File: config.mk
export PLATFORM = sky130hd
export DESIGN_NAME = cacheline_burst_arbiter
export DESIGN_NICKNAME = d
export VERILOG_FILES = /design/src/rtl/cacheline_burst_arbiter.sv
export SDC_FILE = /design/constraint.sdc
export NUM_CORES = 2
export LEC_CHECK = 0
export ABC_AREA = 1
export CAP_MARGIN = 20
export CORE_UTILIZATION = 30
export CTS_BUF_LIST = sky130_fd_sc_hd__clkbuf_8
export DETAILED_ROUTE_END_ITERATION = 12
export PLACE_DENSITY = 0.52
export SLEW_MARGIN = 20
export SYNTH_ARGS = -nofsm -noshare
export SYNTH_HDL_FRONTEND = slang
export SYNTH_SLANG_ARGS = --single-unit
File: constraint.sdc
create_clock -name clk -period 2.3 [get_ports clk]
set_input_delay 0.23 -clock clk [delete_from_list [all_inputs] [get_ports clk]]
set_output_delay 0.23 -clock clk [all_outputs]
set_load 0.1 [all_outputs]
File: src/rtl/cacheline_burst_arbiter.sv
// Cache-line burst arbiter: muxes icache/dcache line misses onto one
// 64-bit burst memory port, splitting writebacks into beats and
// reassembling read beats into a full line. All outputs registered.
module cacheline_burst_arbiter #(
  parameter int unsigned LINE_W  = 256,
  parameter int unsigned BURST_W = 64,
  parameter int unsigned ADDR_W  = 32
) (
  input  logic               clk,
  input  logic               rst,
  input  logic               i_read,
  input  logic [ADDR_W-1:0]  i_addr,
  output logic [LINE_W-1:0]  i_rdata,
  output logic               i_resp,
  input  logic               d_read,
  input  logic               d_write,
  input  logic [ADDR_W-1:0]  d_addr,
  input  logic [LINE_W-1:0]  d_wdata,
  output logic [LINE_W-1:0]  d_rdata,
  output logic               d_resp,
  output logic               pmem_read,
  output logic               pmem_write,
  output logic [ADDR_W-1:0]  pmem_address,
  output logic [BURST_W-1:0] pmem_wdata,
  input  logic [BURST_W-1:0] pmem_rdata,
  input  logic               pmem_resp
);

  localparam int unsigned BEATS = LINE_W / BURST_W;
  localparam int unsigned CNT_W = $clog2(BEATS);
  localparam logic [ADDR_W-1:0] LINE_MASK = ~ADDR_W'(LINE_W / 8 - 1);
  localparam logic [CNT_W-1:0]  LAST_BEAT = CNT_W'(BEATS - 1);

  typedef enum logic [2:0] {IDLE, I_RD, D_RD, D_WR, DONE} state_e;

  state_e             state_q, state_d;
  logic [CNT_W-1:0]   cnt_q, cnt_d;
  logic [ADDR_W-1:0]  addr_q, addr_d;
  logic [LINE_W-1:0]  wline_q, wline_d;
  logic [LINE_W-1:0]  line_q, line_d;
  logic [LINE_W-1:0]  i_rdata_q, i_rdata_d;
  logic [LINE_W-1:0]  d_rdata_q, d_rdata_d;
  logic [BURST_W-1:0] wdata_q, wdata_d;
  logic               rd_q, rd_d;
  logic               wr_q, wr_d;
  logic               i_resp_q, i_resp_d;
  logic               d_resp_q, d_resp_d;

  // Next-state, beat capture and registered-output computation
  always_comb begin
    state_d   = state_q;
    cnt_d     = cnt_q;
    addr_d    = addr_q;
    wline_d   = wline_q;
    line_d    = line_q;
    i_rdata_d = i_rdata_q;
    d_rdata_d = d_rdata_q;
    rd_d      = rd_q;
    wr_d      = wr_q;
    i_resp_d  = 1'b0;
    d_resp_d  = 1'b0;

    unique case (state_q)
      IDLE: begin
        cnt_d = '0;
        if (d_write) begin
          state_d = D_WR;
          wr_d    = 1'b1;
          addr_d  = d_addr & LINE_MASK;
          wline_d = d_wdata;
        end else if (d_read) begin
          state_d = D_RD;
          rd_d    = 1'b1;
          addr_d  = d_addr & LINE_MASK;
        end else if (i_read) begin
          state_d = I_RD;
          rd_d    = 1'b1;
          addr_d  = i_addr & LINE_MASK;
        end
      end
      I_RD, D_RD: begin
        if (pmem_resp) begin
          line_d[BURST_W*cnt_q +: BURST_W] = pmem_rdata;
          cnt_d = cnt_q + CNT_W'(1);
          if (cnt_q == LAST_BEAT) begin
            // Completed line goes straight to the output register so it
            // is valid in the same cycle the resp pulse is high.
            state_d = DONE;
            rd_d    = 1'b0;
            if (state_q == I_RD) begin
              i_rdata_d = line_d;
              i_resp_d  = 1'b1;
            end else begin
              d_rdata_d = line_d;
              d_resp_d  = 1'b1;
            end
          end
        end
      end
      D_WR: begin
        if (pmem_resp) begin
          cnt_d = cnt_q + CNT_W'(1);
          if (cnt_q == LAST_BEAT) begin
            state_d  = DONE;
            wr_d     = 1'b0;
            d_resp_d = 1'b1;
          end
        end
      end
      DONE: begin
        state_d = IDLE;
      end
      default: begin
        state_d = IDLE;
      end
    endcase

    // Write beat tracks the counter so the next beat is presented right
    // after the previous one is accepted.
    wdata_d = wline_d[BURST_W*cnt_d +: BURST_W];
  end

  // State and output registers with synchronous reset
  always_ff @(posedge clk) begin
    if (rst) begin
      state_q   <= IDLE;
      cnt_q     <= '0;
      addr_q    <= '0;
      wline_q   <= '0;
      line_q    <= '0;
      i_rdata_q <= '0;
      d_rdata_q <= '0;
      wdata_q   <= '0;
      rd_q      <= 1'b0;
      wr_q      <= 1'b0;
      i_resp_q  <= 1'b0;
      d_resp_q  <= 1'b0;
    end else begin
      state_q   <= state_d;
      cnt_q     <= cnt_d;
      addr_q    <= addr_d;
      wline_q   <= wline_d;
      line_q    <= line_d;
      i_rdata_q <= i_rdata_d;
      d_rdata_q <= d_rdata_d;
      wdata_q   <= wdata_d;
      rd_q      <= rd_d;
      wr_q      <= wr_d;
      i_resp_q  <= i_resp_d;
      d_resp_q  <= d_resp_d;
    end
  end

  assign i_rdata      = i_rdata_q;
  assign i_resp       = i_resp_q;
  assign d_rdata      = d_rdata_q;
  assign d_resp       = d_resp_q;
  assign pmem_read    = rd_q;
  assign pmem_write   = wr_q;
  assign pmem_address = addr_q;
  assign pmem_wdata   = wdata_q;

endmodule
Word-level counts from Yosys, hierarchy flattened

Index checks and enable logic that the tools add are counted.

Register bits after elaboration: 1129

Add/subtract/negate cells: 2
Equal/unequal tests: 14
Shift operators: 3
Mux-type cells: 29
Bitwise logic cells: 4
Reductions and logical operators: 14

Operators with widths:

| kind                                                                      | number |
|---|---|
| 256-bit two-way mux                                                       | 2 |
| 256-bit bitwise mux                                                       | 1 |
| 64-bit by 34-bit variable shift with 256-bit output, first input constant | 1 |
| 256-bit by 9-bit indexed part select with 64-bit output                   | 1 |
| 64-bit by 34-bit indexed part select with 256-bit output                  | 1 |
| 32-bit two-way mux                                                        | 3 |
| 8-bit negator with 34-bit output                                          | 1 |
| 3-bit two-way mux                                                         | 5 |
| 1-bit two-way mux                                                         | 12 |
| 2-bit inequality test, second input constant                              | 6 |
| 4-bit AND reduction                                                       | 3 |
| 3-bit by 2-bit == test with 1-bit output, second input constant           | 2 |
| 1-bit one-hot mux with 2 select lines                                     | 3 |
| 3-bit one-hot mux with 2 select lines                                     | 1 |
| 5-bit AND reduction                                                       | 1 |
| 2-bit by 1-bit inequality test with 1-bit output, second input constant   | 2 |
| 4-bit inequality test, second input constant                              | 1 |
| 1-bit inverter                                                            | 4 |
| 2-bit one-hot mux with 2 select lines                                     | 1 |
| 2-bit AND reduction                                                       | 2 |
| 2-bit nonzero test                                                        | 2 |
| 4-bit OR reduction                                                        | 1 |
| 3-bit by 1-bit == test with 1-bit output, second input constant           | 1 |
| 3-bit zero test                                                           | 1 |
| 8 further kinds                                                           | 8 |

Logic depth before layout (Yosys ltp)

Depth in word-level cells: 5
Mapped depth: 11
Depth with buffers taken out: 10

Worst setup path before layout

Ideal clock, no wire load.

Path type: reg-to-reg
From: reg cnt_q[0]
To: reg line_q[49]
Setup time: 0.070 ns
Arrival time: 1.937 ns
Data required time: 2.230 ns
Path slack: 0.293 ns
Stages on the path, launching flop included: 9
Path buffers: 1
Clock period less this slack: 2.007 ns
Cell sequence: dfxtp_1 > inv_1 > ha_1 > nor2_1 > clkbuf_1 > nand3_1 > o21ai_0 > o21ai_1 > a21oi_1

Cells in the longest elaborated chain, start to end: 3

RTL lines:

| what                                                                                                                                   | RTL line | text |
|---|---|---|
| from (decl)                                                                                                                            | 37       | `logic [CNT_W-1:0] cnt_q, cnt_d;` |
| from (signal assigned)                                                                                                                 | 140      | `cnt_q <= cnt_d;` |
| 8-bit negator with 34-bit output (*)                                                                                                   | 83       | `line_d[BURST_W*cnt_q +: BURST_W] = pmem_rdata;` |
| 64-bit by 34-bit indexed part select with 256-bit output / 64-bit by 34-bit variable shift with 256-bit output (equally long branches) | 83       |  |
| 256-bit bitwise mux (*)                                                                                                                | 83       |  |
| to (signal assigned)                                                                                                                   | 143      | `line_q <= line_d;` |
| to (decl)                                                                                                                              | 40       | `logic [LINE_W-1:0] line_q, line_d;` |

Mark *: on every way between the ends. The rest lies on a longest branch, timed or not.
A chain may end at the register's enable or synchronous reset.

Final worst setup path

From: reg cnt_q[0]
To: reg d_rdata_q[52] (netlist: d_rdata[52])

Cells in the longest elaborated chain, start to end: 3

RTL lines:

| what                                                                                                                                   | RTL line | text |
|---|---|---|
| 8-bit negator with 34-bit output                                                                                                       | 83       |  |
| 64-bit by 34-bit indexed part select with 256-bit output / 64-bit by 34-bit variable shift with 256-bit output (equally long branches) | 83       |  |
| 256-bit bitwise mux                                                                                                                    | 83       |  |
| to (signal assigned)                                                                                                                   | 145      | `d_rdata_q <= d_rdata_d;` |
| to (decl)                                                                                                                              | 42       | `logic [LINE_W-1:0] d_rdata_q, d_rdata_d;` |

Several ways; a longest one is shown, not always the timed one.

==> summary.txt <==
Status = finished, final reports clean
Max-cap violation count = 0
Number of distinct library cells after synthesis = 28
# H-tree levels = 4
Post-synth ARST share = 0
Crit-path leading delay family = buffers and inverters
Final hold vios = 0
# rows = 141
Drt drc = 0
Worst Path Buf+Inv = 4
Area grow syn2layout = 42.9%
Via Count = 46200
Worst min-delay path class = in2reg
Synthesized instance count = 6163
Gr usage total = 0.239
Main synth FF type = dfxtp_1
Register area share after synthesis = 0.505
Die H = 388 µm
Top cells by area, synth = dfxtp_1 (50%), o21ai_0 (11%), nor2_1 (10%)
First DRT Iteration DRCs = 3421
Initial antenna violation count = 17
Core Box Area = 0.148 mm²
Cell mode on critical path = buf_4
Share of cells above drive strength 1 = 0.159
# setup viols final = 0
Slew headroom = 0.449
Die W = 388 µm
CP Class = reg2reg
Maximum number of pins on one net before global-route repair = 158
Cell Area, Synth = 0.0446 mm²
Worst reg2reg setup slack = 0.13 ns
I/O Buffers = 986
Post-synth EDFFs = 0
PwrDens = 969 mW/mm²
Area of the die = 0.150 mm²
CTS root buffer = clkbuf_8
Avg Inst Size Synth = 7.24 µm²
Grt ovf = 0
Post-route cell area = 0.0637 mm²
Leading area contributor after synthesis = dfxtp_1
Cell Area, Placed = 0.0563 mm²
Placer Congestion = 0.858
FMAX = 460 MHz
Critical path's slowest cell = buf_4
Worst-skew pair later-pin latency = 0.93 ns
Tcrit/Tclk final = 0.944
Critical Path RT = 3.11 ns
Min cycle time layout = 2.17 ns
Vias/cell = 4.86
Reg clk slew, reported paths = 0.07 ns
Most frequent cell after synthesis = nor2_1
Synth top area share = 0.505
Routed len/inst = 19.8 µm
Pins Over Slew Limit = 0
First-pass GRT wire length = 276000 µm
Detailed placement HPWL = 130000 µm
Routed Antenna Nets = 0
Crit start category = flip-flop
CTS Buf Count = 198
First-pass iteration count of the detailed router = 6
Final Core Density = 0.431
Max IR drop VDD = 758 µV
Least-Margin Pin Slew = 0.818 ns
Clock Path Buffers = 3
I/O pin count = 1002
LEAKAGE = 0.0275 µW
Pwr Total = 61700 µW
TritonCTS Sinks = 1124
Worst Skew = 0.0454 ns
Ordered cell list for the critical path = buf_16 -> buf_4 -> nor2_4 -> buf_4 -> buf_4 -> nand3_1 -> o21ai_0 -> o21ai_0 -> nor2_1
WL final = 188000 µm
Seq cells post-synth = 1124
Critical path arrival = 2.98 ns
Nature of the critical path endpoint = flip-flop
Initial Utilization = 0.302
Synth top cells by count = nor2_1 (1246), dfxtp_1 (1124), o21ai_0 (994)
Crit path largest cell delay = 0.37 ns
Vias in the first global route = 43200
Yosys warns = 0
Nets = 7801
CTS tree = yes
Worst-path fanout max = 37
Hold slack = 0.121 ns
==> worst paths after layout <==
check / startpoint / cells after the start / to
hold reg to reg: line_q[42]$_SDFFE_PP0P_ / 2 / line_q[42]$_SDFFE_PP0P_
setup / recovery: cnt_q[0]$_SDFF_PP0_ / 9 / d_rdata[52]$_SDFFE_PP0P_
setup reg to reg: cnt_q[0]$_SDFF_PP0_ / 9 / d_rdata[52]$_SDFFE_PP0P_
hold / removal: d_wdata[253] / 5 / wline_q[253]$_SDFF_PP0_
==> kinds of logic after synthesis <==
family	count (synthesis)	share of synthesized area
simple gates	2425	0.219
compound gates	1599	0.185
flops	1124	0.505
buf+inv	1008	0.0899
fa+ha+maj	6	0.00168
other cells	1	0.0000841
==> flip-flops by register name, summed over array words and instances (netlist names) <==
name / cells
cnt_q: 2
d_resp: 1
i_resp: 1
pmem_write: 1
pmem_wdata: 64
state_q: 3
pmem_read: 1
line_q: 256
wline_q: 256
d_rdata: 256
i_rdata: 256
pmem_address: 27
==> layout by cell type (no fill, tap or decap), drive strengths merged, types with 248 or more instances in the layout <==
| master | instances |
|---|---|
| dlygate4sd3 | 297 |
| nor2 | 1250 |
| nand2 | 810 |
| nand3 | 248 |
| a21oi | 332 |
| buf | 861 |
| clkbuf | 249 |
| inv | 593 |
| dfxtp | 1124 |
| clkdlybuf4s50 | 377 |
| o21ai | 1088 |
==> per-layer routing <==
metal | vias to the layer above | track usage | routed length (µm)
li1 | 22600 | - | -
met1 | 21800 | 0.304 | 81300
met2 | 1541 | 0.385 | 86600
met3 | 325 | 0.0609 | 13400
met4 | 12 | 0.0958 | 6800
met5 | - | 0 | 85
==> cell type report <==
class                      instances  area (µm²)
clock buffer                     248        3410
fill                           15200       83900
antenna                           11        27.5
sequential                      1124       22500
timing repair buffer            1536       14300
tap                             1930        2410
inverter                         509        1950
timing repair inverter             1        8.76
clock inverter                   109         726
multi-input combinational       4035       18400
==> timing repair <==
item | in CTS | in global routing
endpoints found under the hold margin | 560 | 0
cloned | 0 | 2
setup buffers | 2 | 5
pin swaps | 2 | 2
setup endpoints to repair | 11 | 367
hold buffers | 297 | 0
gates resized for setup | 5 | 24
==> report_power, final <==
group          switching, µW  internal (µW)
registers                820          22100
logic                  13700           5720
clock network           8860          10500
==> metrics by stage <==
step | setup slack (ns) | instances | TNS, ns
after floorplan | 0.293 | 6167 | 0
after global placement | -0.237 | 8829 | -0.237
after detailed placement | -0.268 | 8829 | -0.431
after CTS | -0.000752 | 9485 | -0.000752
after global routing | -0.0133 | 9501 | -0.0237
final | 0.128 | 9503 | 0
==> tightest hold or removal path: cells and delay by family <==
kind	cells	cell delay [ns]
buf+inv	2	0.56
simple gates	2	0.11
compound gates	1	0.09
Note: power is estimated with default switching activity, not from simulation.
